`src/rtl/sys_bus_pkg.sv`:
```
// sys_bus_pkg: shared definitions for the system-bus arbiter.
//   REQ_SPI / REQ_DMEM / REQ_DMA : requester indices on i_req / o_gnt
//   arb_state_e                  : arbiter FSM states
package sys_bus_pkg;

    localparam int unsigned REQ_SPI  = 0;
    localparam int unsigned REQ_DMEM = 1;
    localparam int unsigned REQ_DMA  = 2;

    typedef enum logic [1:0] {
        IDLE  = 2'd0,
        GRANT = 2'd1,
        TURN  = 2'd2
    } arb_state_e;

endpackage

```
`src/rtl/rr_priority_pick.sv`:
```
// rr_priority_pick: combinational rotated-priority search.
// Finds the first asserted request strictly after 'last', wrapping to 0.
//   req    : level requests, one bit per master
//   last   : index of the most recent winner
//   valid  : high when any request is asserted
//   winner : selected index (meaningful only when valid)
module rr_priority_pick #(
    parameter int unsigned NREQ = 3
) (
    input  logic [NREQ-1:0]         req,
    input  logic [$clog2(NREQ)-1:0] last,
    output logic                    valid,
    output logic [$clog2(NREQ)-1:0] winner
);

    localparam int unsigned IW = $clog2(NREQ);

    logic          hi_valid;
    logic          lo_valid;
    logic [IW-1:0] hi_idx;
    logic [IW-1:0] lo_idx;

    // Two ascending scans replace a modulo rotation: the lowest request above
    // 'last' wins; otherwise the lowest request at or below 'last' wins.
    always_comb begin
        hi_valid = 1'b0;
        lo_valid = 1'b0;
        hi_idx   = '0;
        lo_idx   = '0;
        for (int unsigned j = 0; j < NREQ; j++) begin
            if (req[j]) begin
                if (j > 32'(last)) begin
                    if (!hi_valid) begin
                        hi_valid = 1'b1;
                        hi_idx   = IW'(j);
                    end
                end else begin
                    if (!lo_valid) begin
                        lo_valid = 1'b1;
                        lo_idx   = IW'(j);
                    end
                end
            end
        end
    end

    assign valid  = hi_valid | lo_valid;
    assign winner = hi_valid ? hi_idx : lo_idx;

endmodule

```
`src/rtl/sys_bus_arbiter.sv`:
```
// sys_bus_arbiter: registered, non-preemptive round-robin arbiter for the
// system bus (SPI loader, core data port, PIM DMA) with a hold-time watchdog.
//   i_clk      : system clock
//   i_rst      : asynchronous active-high reset
//   i_req      : level request per master, held for the whole transaction
//   o_gnt      : one-hot-or-zero registered grant
//   o_owner    : current / most recent owner index (bus mux select)
//   o_busy     : any grant asserted
//   o_hold_cnt : cycles the current grant has been held, saturating
//   o_timeout  : one-cycle status pulse when hold count reaches HOLD_MAX
//                while another master is waiting
module sys_bus_arbiter
    import sys_bus_pkg::*;
#(
    parameter int unsigned NREQ     = 3,
    parameter int unsigned HOLD_MAX = 1024
) (
    input  logic                          i_clk,
    input  logic                          i_rst,
    input  logic [NREQ-1:0]               i_req,
    output logic [NREQ-1:0]               o_gnt,
    output logic [$clog2(NREQ)-1:0]       o_owner,
    output logic                          o_busy,
    output logic [$clog2(HOLD_MAX+1)-1:0] o_hold_cnt,
    output logic                          o_timeout
);

    localparam int unsigned   IW       = $clog2(NREQ);
    localparam int unsigned   CW       = $clog2(HOLD_MAX + 1);
    localparam logic [CW-1:0] HOLD_SAT = CW'(HOLD_MAX);
    localparam logic [CW-1:0] HOLD_PRE = CW'(HOLD_MAX - 1);
    localparam logic [IW-1:0] LAST_RST = IW'(NREQ - 1);

    arb_state_e    state;
    logic [IW-1:0] last;
    logic          pick_valid;
    logic [IW-1:0] pick_idx;
    logic          owner_req;
    logic          others_req;

    rr_priority_pick #(
        .NREQ (NREQ)
    ) u_pick (
        .req    (i_req),
        .last   (last),
        .valid  (pick_valid),
        .winner (pick_idx)
    );

    assign owner_req  = i_req[o_owner];
    // o_gnt is one-hot on the owner during GRANT, so masking it leaves
    // exactly the competing requests.
    assign others_req = |(i_req & ~o_gnt);
    assign o_busy     = |o_gnt;

    always_ff @(posedge i_clk or posedge i_rst) begin
        if (i_rst) begin
            state      <= IDLE;
            last       <= LAST_RST;
            o_gnt      <= '0;
            o_owner    <= '0;
            o_hold_cnt <= '0;
            o_timeout  <= 1'b0;
        end else begin
            o_timeout <= 1'b0;
            case (state)
                IDLE: begin
                    if (pick_valid) begin
                        state      <= GRANT;
                        o_gnt      <= NREQ'(1) << pick_idx;
                        o_owner    <= pick_idx;
                        last       <= pick_idx;
                        o_hold_cnt <= '0;
                    end
                end
                GRANT: begin
                    if (owner_req) begin
                        if (o_hold_cnt != HOLD_SAT) begin
                            o_hold_cnt <= o_hold_cnt + CW'(1);
                            // Fires only on the step into saturation, so at
                            // most once per grant.
                            if (o_hold_cnt == HOLD_PRE && others_req) begin
                                o_timeout <= 1'b1;
                            end
                        end
                    end else begin
                        state <= TURN;
                        o_gnt <= '0;
                    end
                end
                TURN: begin
                    state <= IDLE;
                end
                default: begin
                    state <= IDLE;
                    o_gnt <= '0;
                end
            endcase
        end
    end

endmodule

```
`config.mk`:
```
export PLATFORM = sky130hd
export DESIGN_NAME = sys_bus_arbiter
export DESIGN_NICKNAME = d
export VERILOG_FILES = /design/src/rtl/sys_bus_pkg.sv /design/src/rtl/rr_priority_pick.sv /design/src/rtl/sys_bus_arbiter.sv
export SDC_FILE = /design/constraint.sdc
export NUM_CORES = 1
export LEC_CHECK = 0
export ABC_AREA = 1
export CAP_MARGIN = 20
export CORE_MARGIN = 3
export CORE_UTILIZATION = 49
export CTS_BUF_LIST = sky130_fd_sc_hd__clkbuf_2
export CTS_CLUSTER_SIZE = 40
export DETAILED_ROUTE_END_ITERATION = 16
export PLACE_DENSITY = 0.74
export SYNTH_ARGS = -nofsm -noshare
export SYNTH_HDL_FRONTEND = slang
export SYNTH_SLANG_ARGS = --single-unit
```
`constraint.sdc`:
```
create_clock -name i_clk -period 1.3 [get_ports i_clk]
set_input_delay 0.13 -clock i_clk [delete_from_list [all_inputs] [get_ports i_clk]]
set_output_delay 0.13 -clock i_clk [all_outputs]
set_load 0.02 [all_outputs]
```
==> impl_results.md, run 1 <==
* R2R Setup Slk at -0.08 ns
* GRT overflow at 0
* DRT Pass-1 Iters at 4
* Largest net degree at the start of global routing at 21
* Longest Clk Path Bufs at 2
* Hold Fails Final Rpt at 0
* Die Ht at 56.9 um
* CTS sink count at 20
* Slew Limit Fails at 0
* Sequential area share after synthesis at 0.396
* CTS root buf: clkbuf_2
* Worst EP arrival at 1.65 ns
* Iter 0 DRT Violations at 59
* Flops & latches, synth at 20
* Syn Area/Cell at 7.33 sq um
* Multi-input gate area at 797 sq um
* Initial Util at 0.542
* Leak at 0.919 nW
* CTS Hold Bufs at 0
* Leading area contributor after synthesis: dfrtp_1
* Most common cell after layout, fill and taps aside: nand2_1
* Startpoint types: register
* Placed insts at 243
* Die area at 0.00323 sq mm
* # nets final at 237
* Antenna Cells at 0
* First-pass GRT wire length at 6040 um
* Status: complete, but fails checks
* Htree depth at 1
* Most frequent cells in the layout: nand2_1, buf_4, inv_1, nor2_1, dfrtp_2
* Post-route cell area at 0.00186 sq mm
* Vias per cell at 5.46
* Final WS setup at -0.0833 ns
* CTS tree: done
* Worst-Margin Slew at 0.354 ns
* R2R depth at 9
* Vias in the first global route at 1,318
* Syn Nets at 180
* WL final at 3800 um
* P per Cell Area at 1740 mW/mm^2
* Max Clk Rate at 723 MHz
* Routability congestion estimate from global placement at 0.887
* Hpwl dp at 2330 um
* Rel. slew slack at 0.761
* Reg-to-Reg End: o_hold_cnt[9]
* Post-DP Area at 0.00170 sq mm
* Share of cells above drive strength 1 at 0.428
* Area grow syn2layout at 47.0%
* Failing checks: setup timing
* Crit Path Max Fanout at 5
* Synth unique cells at 28
* Worst-path clk slew at 0.21 ns
* Port bufs at 22
* CORE AREA at 0.00234 sq mm
* MaxCap Viol Count at 0
* Worst min path class: input port to async pin
* Final critical-path share of the clock period at 1.06
* Mapped Area at 0.00127 sq mm
* CP Class: register to register
* Fin crit period at 1.38 ns
* GRT Total Usage at 0.238
* Std-Cell Rows at 17
* Worst setup startpoint: o_hold_cnt[4]
* Routed Antenna Nets at 0
* Via count at 1,404
* IO Pins at 23
* Post-Layout Cell Count at 257
* TritonCTS Buffers at 3
* CP required at 1.57 ns
* RSZ-0062 raised after global routing: yes
* Yosys top cell area share at 0.375
* Die Wd at 56.9 um
* Setup Skew at 0.0139 ns
* Max VDD drop at 1790 uV
* Critical R2R Launch: o_hold_cnt[4]
* DRC Markers at 0
* Fillers at 153
* YS warnings at 0
* Initial antenna violation count at 0
* WL/cell at 14.8 um
* Post-Syn Instances at 173
* Reg area at 518 sq um
* Largest cells by area after synthesis: dfrtp_1, nand2_1, inv_1
* Worst-Skew Late Latency at 0.34 ns
* Final setup fails at 13
* Critical Path End Type: register
## critical path: stages, from the launching register on
cell,delay (ns)
dfrtp_2,0.48
inv_2,0.06
nand2_1,0.04
nor2_1,0.14
nand2_2,0.09
nor2_4,0.17
inv_6,0.09
nand2_8,0.10
nand2_1,0.06
o21ai_0,0.07
## cells by family after synthesis
| family | synth area share |
|---|---|
| and+or+nand+nor | 0.370 |
| buffers and inverters | 0.0987 |
| DFF | 0.396 |
| AOI/OAI and AO/OA | 0.0879 |
| xor gates and xnor gates | 0.0276 |
| adders and majority gates | 0.0197 |
## routing by layer
layer | global-route usage | wire length [um] | vias to the layer above
met3 | 0.0299 | 288 | 11
met2 | 0.386 | 1920 | 73
met4 | 0.0828 | 90 | 0
met1 | 0.324 | 1510 | 653
li1 | - | - | 667
met5 | 0 | 0 | -
## report_power, final
part | internal [mW] | switching (mW) | leakage, nW | total (mW)
logic | 0.756 | 1.24 | 0.659 | 2.00
clock network | 0.0668 | 0.207 | 0.0140 | 0.274
registers | 0.783 | 0.192 | 0.246 | 0.976
total | 1.61 | 1.64 | 0.919 | 3.25
## Yosys cell counts, drive strengths merged
cell type and instances:
buf 2, nand3 9, dfstp 1, dfrtp 19, nor2 21, xnor2 1, ha 2, a21oi 1
o21ai 12, o31ai 1, nor3 2, xor2 3, o22ai 1, o211ai 1, nand4 4, inv 26
nand2 64, nor3b 1, or2 1, a31oi 1
## per-stage QoR
stage / TNS, ns / hold WS, ns / util / power, mW / setup slack [ns]
after floorplan: 0 / 0.0925 / - / 2.04 / 0.00294
after global placement: -1.90 / 0.474 / 0.725 / 2.52 / -0.141
after detailed placement: -2.58 / 0.506 / 0.725 / 2.56 / -0.193
after CTS: 0 / 0.117 / 0.748 / 2.98 / 0.00376
after global routing: -2.07 / 0.126 / 0.796 / 3.47 / -0.193
final: -0.757 / 0.0985 / 0.796 / 3.25 / -0.0833
## registers in the layout, summed over array words and instances (netlist names)
register / cells
o_hold_cnt: 11
state: 2
o_gnt: 3
o_owner: 2
last: 1
o_timeout: 1
## layout make-up
cell class / instances / share of cell area
clock buffer: 3 / 0.00806
clock inverter: 1 / 0.00201
inverter: 26 / 0.0551
multi-input combinational: 128 / 0.428
sequential: 20 / 0.278
tap: 28 / 0.0188
timing repair buffer: 51 / 0.210
## what timing repair did
action / 4_1_cts / 5_1_grt
resized for setup: 51 / 35
setup endpoints to repair: 31 / 28
pin swaps: 4 / 10
setup buffers: 0 / 8
cloned: 3 / 0
## worst max path at each step
stage,to,cells past startpoint,slack [ns]
finish,o_hold_cnt[9],9,-0.08
global route,o_hold_cnt[9],9,-0.19
CTS,o_hold_cnt[3],9,0.004
detailed placement,o_hold_cnt[0],8,-0.19
global placement,o_hold_cnt[9],8,-0.14
floorplan,o_hold_cnt[10],9,0.003
Note: power is estimated with default switching activity, not from simulation.
==> inputs of run 2 (changes only) <==
--- a/config.mk
+++ b/config.mk
@@ -10,9 +10,10 @@
 export CORE_MARGIN = 3
 export CORE_UTILIZATION = 49
 export CTS_BUF_LIST = sky130_fd_sc_hd__clkbuf_2
+export CTS_CLUSTER_DIAMETER = 60
 export CTS_CLUSTER_SIZE = 40
 export DETAILED_ROUTE_END_ITERATION = 16
-export PLACE_DENSITY = 0.74
+export PLACE_DENSITY = 0.88
 export SYNTH_ARGS = -nofsm -noshare
 export SYNTH_HDL_FRONTEND = slang
 export SYNTH_SLANG_ARGS = --single-unit
==> run 2 against run 1 <==
Net effect: the flow still finishes with violations (setup timing); sequential share of layout area shrank 2.0 points; clock skew down 0.011 ns; setup slack got worse by 0.14 ns; utilization grew 6.7 points; register-to-register slack got worse by 0.14 ns; wire length grew 46%; worst hold slack improved by 0.018 ns; critical endpoint is now o_hold_cnt[7]; count of clock-buffer cells in the layout unchanged; via count rose by 16%.
==> impl_results.md, run 2 (synthesized netlist as in run 1, its figures left out) <==
* TritonCTS Buffers at 3 (unchanged)
* Crit-path cells: nor2_1 -> nand2_2 -> nor2_4 -> buf_6 -> a21oi_4 -> nand2_1 -> nand2_1
* CP required at 1.54 ns (-0.03 ns)
* Final critical-path share of the clock period at 1.17 (+0.110)
* Fin crit period at 1.53 ns (+0.143 ns)
* Worst min path class: input port to async pin
* Worst setup startpoint: o_hold_cnt[2]
* IO Pins at 23 (unchanged)
* Worst-Skew Late Latency at 0.32 ns (-0.02 ns)
* CORE AREA at 0.00234 sq mm (unchanged)
* Tot Pwr at 3.79 mW (+17%)
* Std-Cell Rows at 17 (unchanged)
* Die Wd at 56.9 um (unchanged)
* Most frequent cells in the layout: nand2_1, buf_4, nand2_2
* First-pass GRT wire length at 7710 um (+28%)
* Vias in the first global route at 1,557 (+18%)
* Most flop-heavy register: o_hold_cnt
* Die area at 0.00323 sq mm (unchanged)
* CTS Hold Bufs at 0 (unchanged)
* Via count at 1,629 (+16%)
* Routed Antenna Nets at 0 (unchanged)
* Routability congestion estimate from global placement at 0.887 (about the same)
* Largest net degree at the start of global routing at 21 (unchanged)
* Max VDD drop at 1890 uV (+5.5%)
* Startpoint types: register
* GRT overflow at 0 (unchanged)
* Worst path most repeated cell: nand2_1
* Setup Skew at 0.00332 ns (-0.0106 ns)
* WL final at 5560 um (+46%)
* Vias per cell at 6.15 (+13%)
* Iter 0 DRT Violations at 181 (+210%)
* Htree depth at 1 (unchanged)
* CTS tree: done
* Share of cells above drive strength 1 at 0.582 (+0.154)
* CTS sink count at 20 (unchanged)
* Critical Path End Type: register
* Worst-Margin Slew at 0.282 ns (-0.0723 ns)
* CTS root buf: clkbuf_2
* Worst EP arrival at 1.76 ns (+0.11 ns)
* GRT Total Usage at 0.311 (+0.0729)
* Placed insts at 241 (-0.82%)
* Max Clk Rate at 655 MHz (-9.4%)
* CP Class: register to register
* Slew Limit Fails at 0 (unchanged)
* Critical R2R Launch: o_hold_cnt[2]
* WL/cell at 21.0 um (+42%)
* Rel. slew slack at 0.810 (+0.0487)
* Area grow syn2layout at 59.3%
* Worst-path clk slew at 0.21 ns (about the same)
* Initial Util at 0.542 (unchanged)
* Max FFs per register at 11 (unchanged)
* Die Ht at 56.9 um (unchanged)
* Post-Layout Cell Count at 265 (+3.1%)
* Failing checks: setup timing
* Crit Path Max Fanout at 8 (+3)
* Leak at 0.988 nW (+7.6%)
* CP bufs+invs at 1 (-1)
* R2R depth at 7 (-2)
* Hpwl dp at 2530 um (+8.7%)
* Final setup fails at 18 (+5)
* Number of cells on the critical path at 7 (-2)
* Hold Fails Final Rpt at 0 (unchanged)
* Status: complete, but fails checks
* # nets final at 245 (+3.4%)
* Final WS setup at -0.226 ns (-0.143 ns)
* P per Cell Area at 1880 mW/mm^2 (+7.6%)
* Initial antenna violation count at 0 (unchanged)
* Port bufs at 22 (unchanged)
* Most common cell after layout, fill and taps aside: nand2_1
* Longest Clk Path Bufs at 2 (unchanged)
* CP delay by family, top: simple AND/OR/NAND/NOR gates
* Antenna Cells at 0 (unchanged)
* Fillers at 113 (-26%)
* Largest registers: o_hold_cnt x11, o_gnt x3
* CP peak stage delay at 0.52 ns (+0.04 ns)
* DRC Markers at 0 (unchanged)
* RSZ-0062 raised after global routing: yes
* Slowest cell on crit path: dfrtp_2
* MaxCap Viol Count at 0 (unchanged)
* DRT Pass-1 Iters at 5 (+1)
==> run 2: routing by layer <==
layer | wire [um] | global-route usage | part of all wire
met1 | 2080 | 0.402 | 0.37
met2 | 2540 | 0.493 | 0.46
met3 | 608 | 0.0667 | 0.11
met4 | 330 | 0.142 | 0.059
met5 | 0 | 0 | 0
==> run 2: path summary, 6_finish.rpt <==
| kind | endpoint | slack, ns |
|---|---|---|
| max | o_hold_cnt[7] | -0.23 |
| min | o_owner[1] | 0.12 |
| max reg2reg | o_hold_cnt[7] | -0.23 |
| min reg2reg | last[1] | 0.57 |
| max in group asynchronous | last[1] | 0.92 |
| min in group i_clk | last[1] | 0.57 |
==> run 2: report_power, final <==
group	internal [mW]	leakage (nW)	total (mW)	switching, mW
Sequential	0.789	0.244	1.05	0.258
Combinational	0.964	0.731	2.47	1.50
Clock	0.0669	0.0140	0.275	0.208
Total	1.82	0.988	3.79	1.97
==> run 2: worst register-to-register path: stages (launching register included) <==
cell and delay, ns:
dfrtp_2 0.52, nor2_1 0.26, nand2_2 0.13, nor2_4 0.16, buf_6 0.13, a21oi_4 0.04, nand2_1 0.11, nand2_1 0.08
==> run 2: per-stage QoR <==
stage	TNS, ns	hold WS [ns]	setup slack (ns)	utilization	cell area [sq um]
after floorplan	0	0.0925	0.00294	-	1300
after global placement	-1.78	0.473	-0.135	0.718	1680
after detailed placement	-2.65	0.502	-0.201	0.718	1680
after CTS	-0.225	0.124	-0.0313	0.809	1890
after global routing	-2.56	0.115	-0.213	0.863	2020
final	-2.15	0.116	-0.226	0.863	2020
==> run 2: layout make-up <==
cell class,instances,area (sq um),area share
clock buffers,3,15.0,0.00743
clock inverters,1,3.75,0.00186
inverters,26,100,0.0496
multi-input cells,128,890,0.441
flip-flops and latches,20,520,0.258
well taps,28,35.0,0.0173
repair buffers,59,455,0.226
==> run 2: repair_timing <==
item                       in CTS  in global routing
gates resized for setup        62                 68
setup buffers                  11                  7
gates cloned                    3                  0
pin swaps                      12                 11
setup endpoints to repair      31                 34
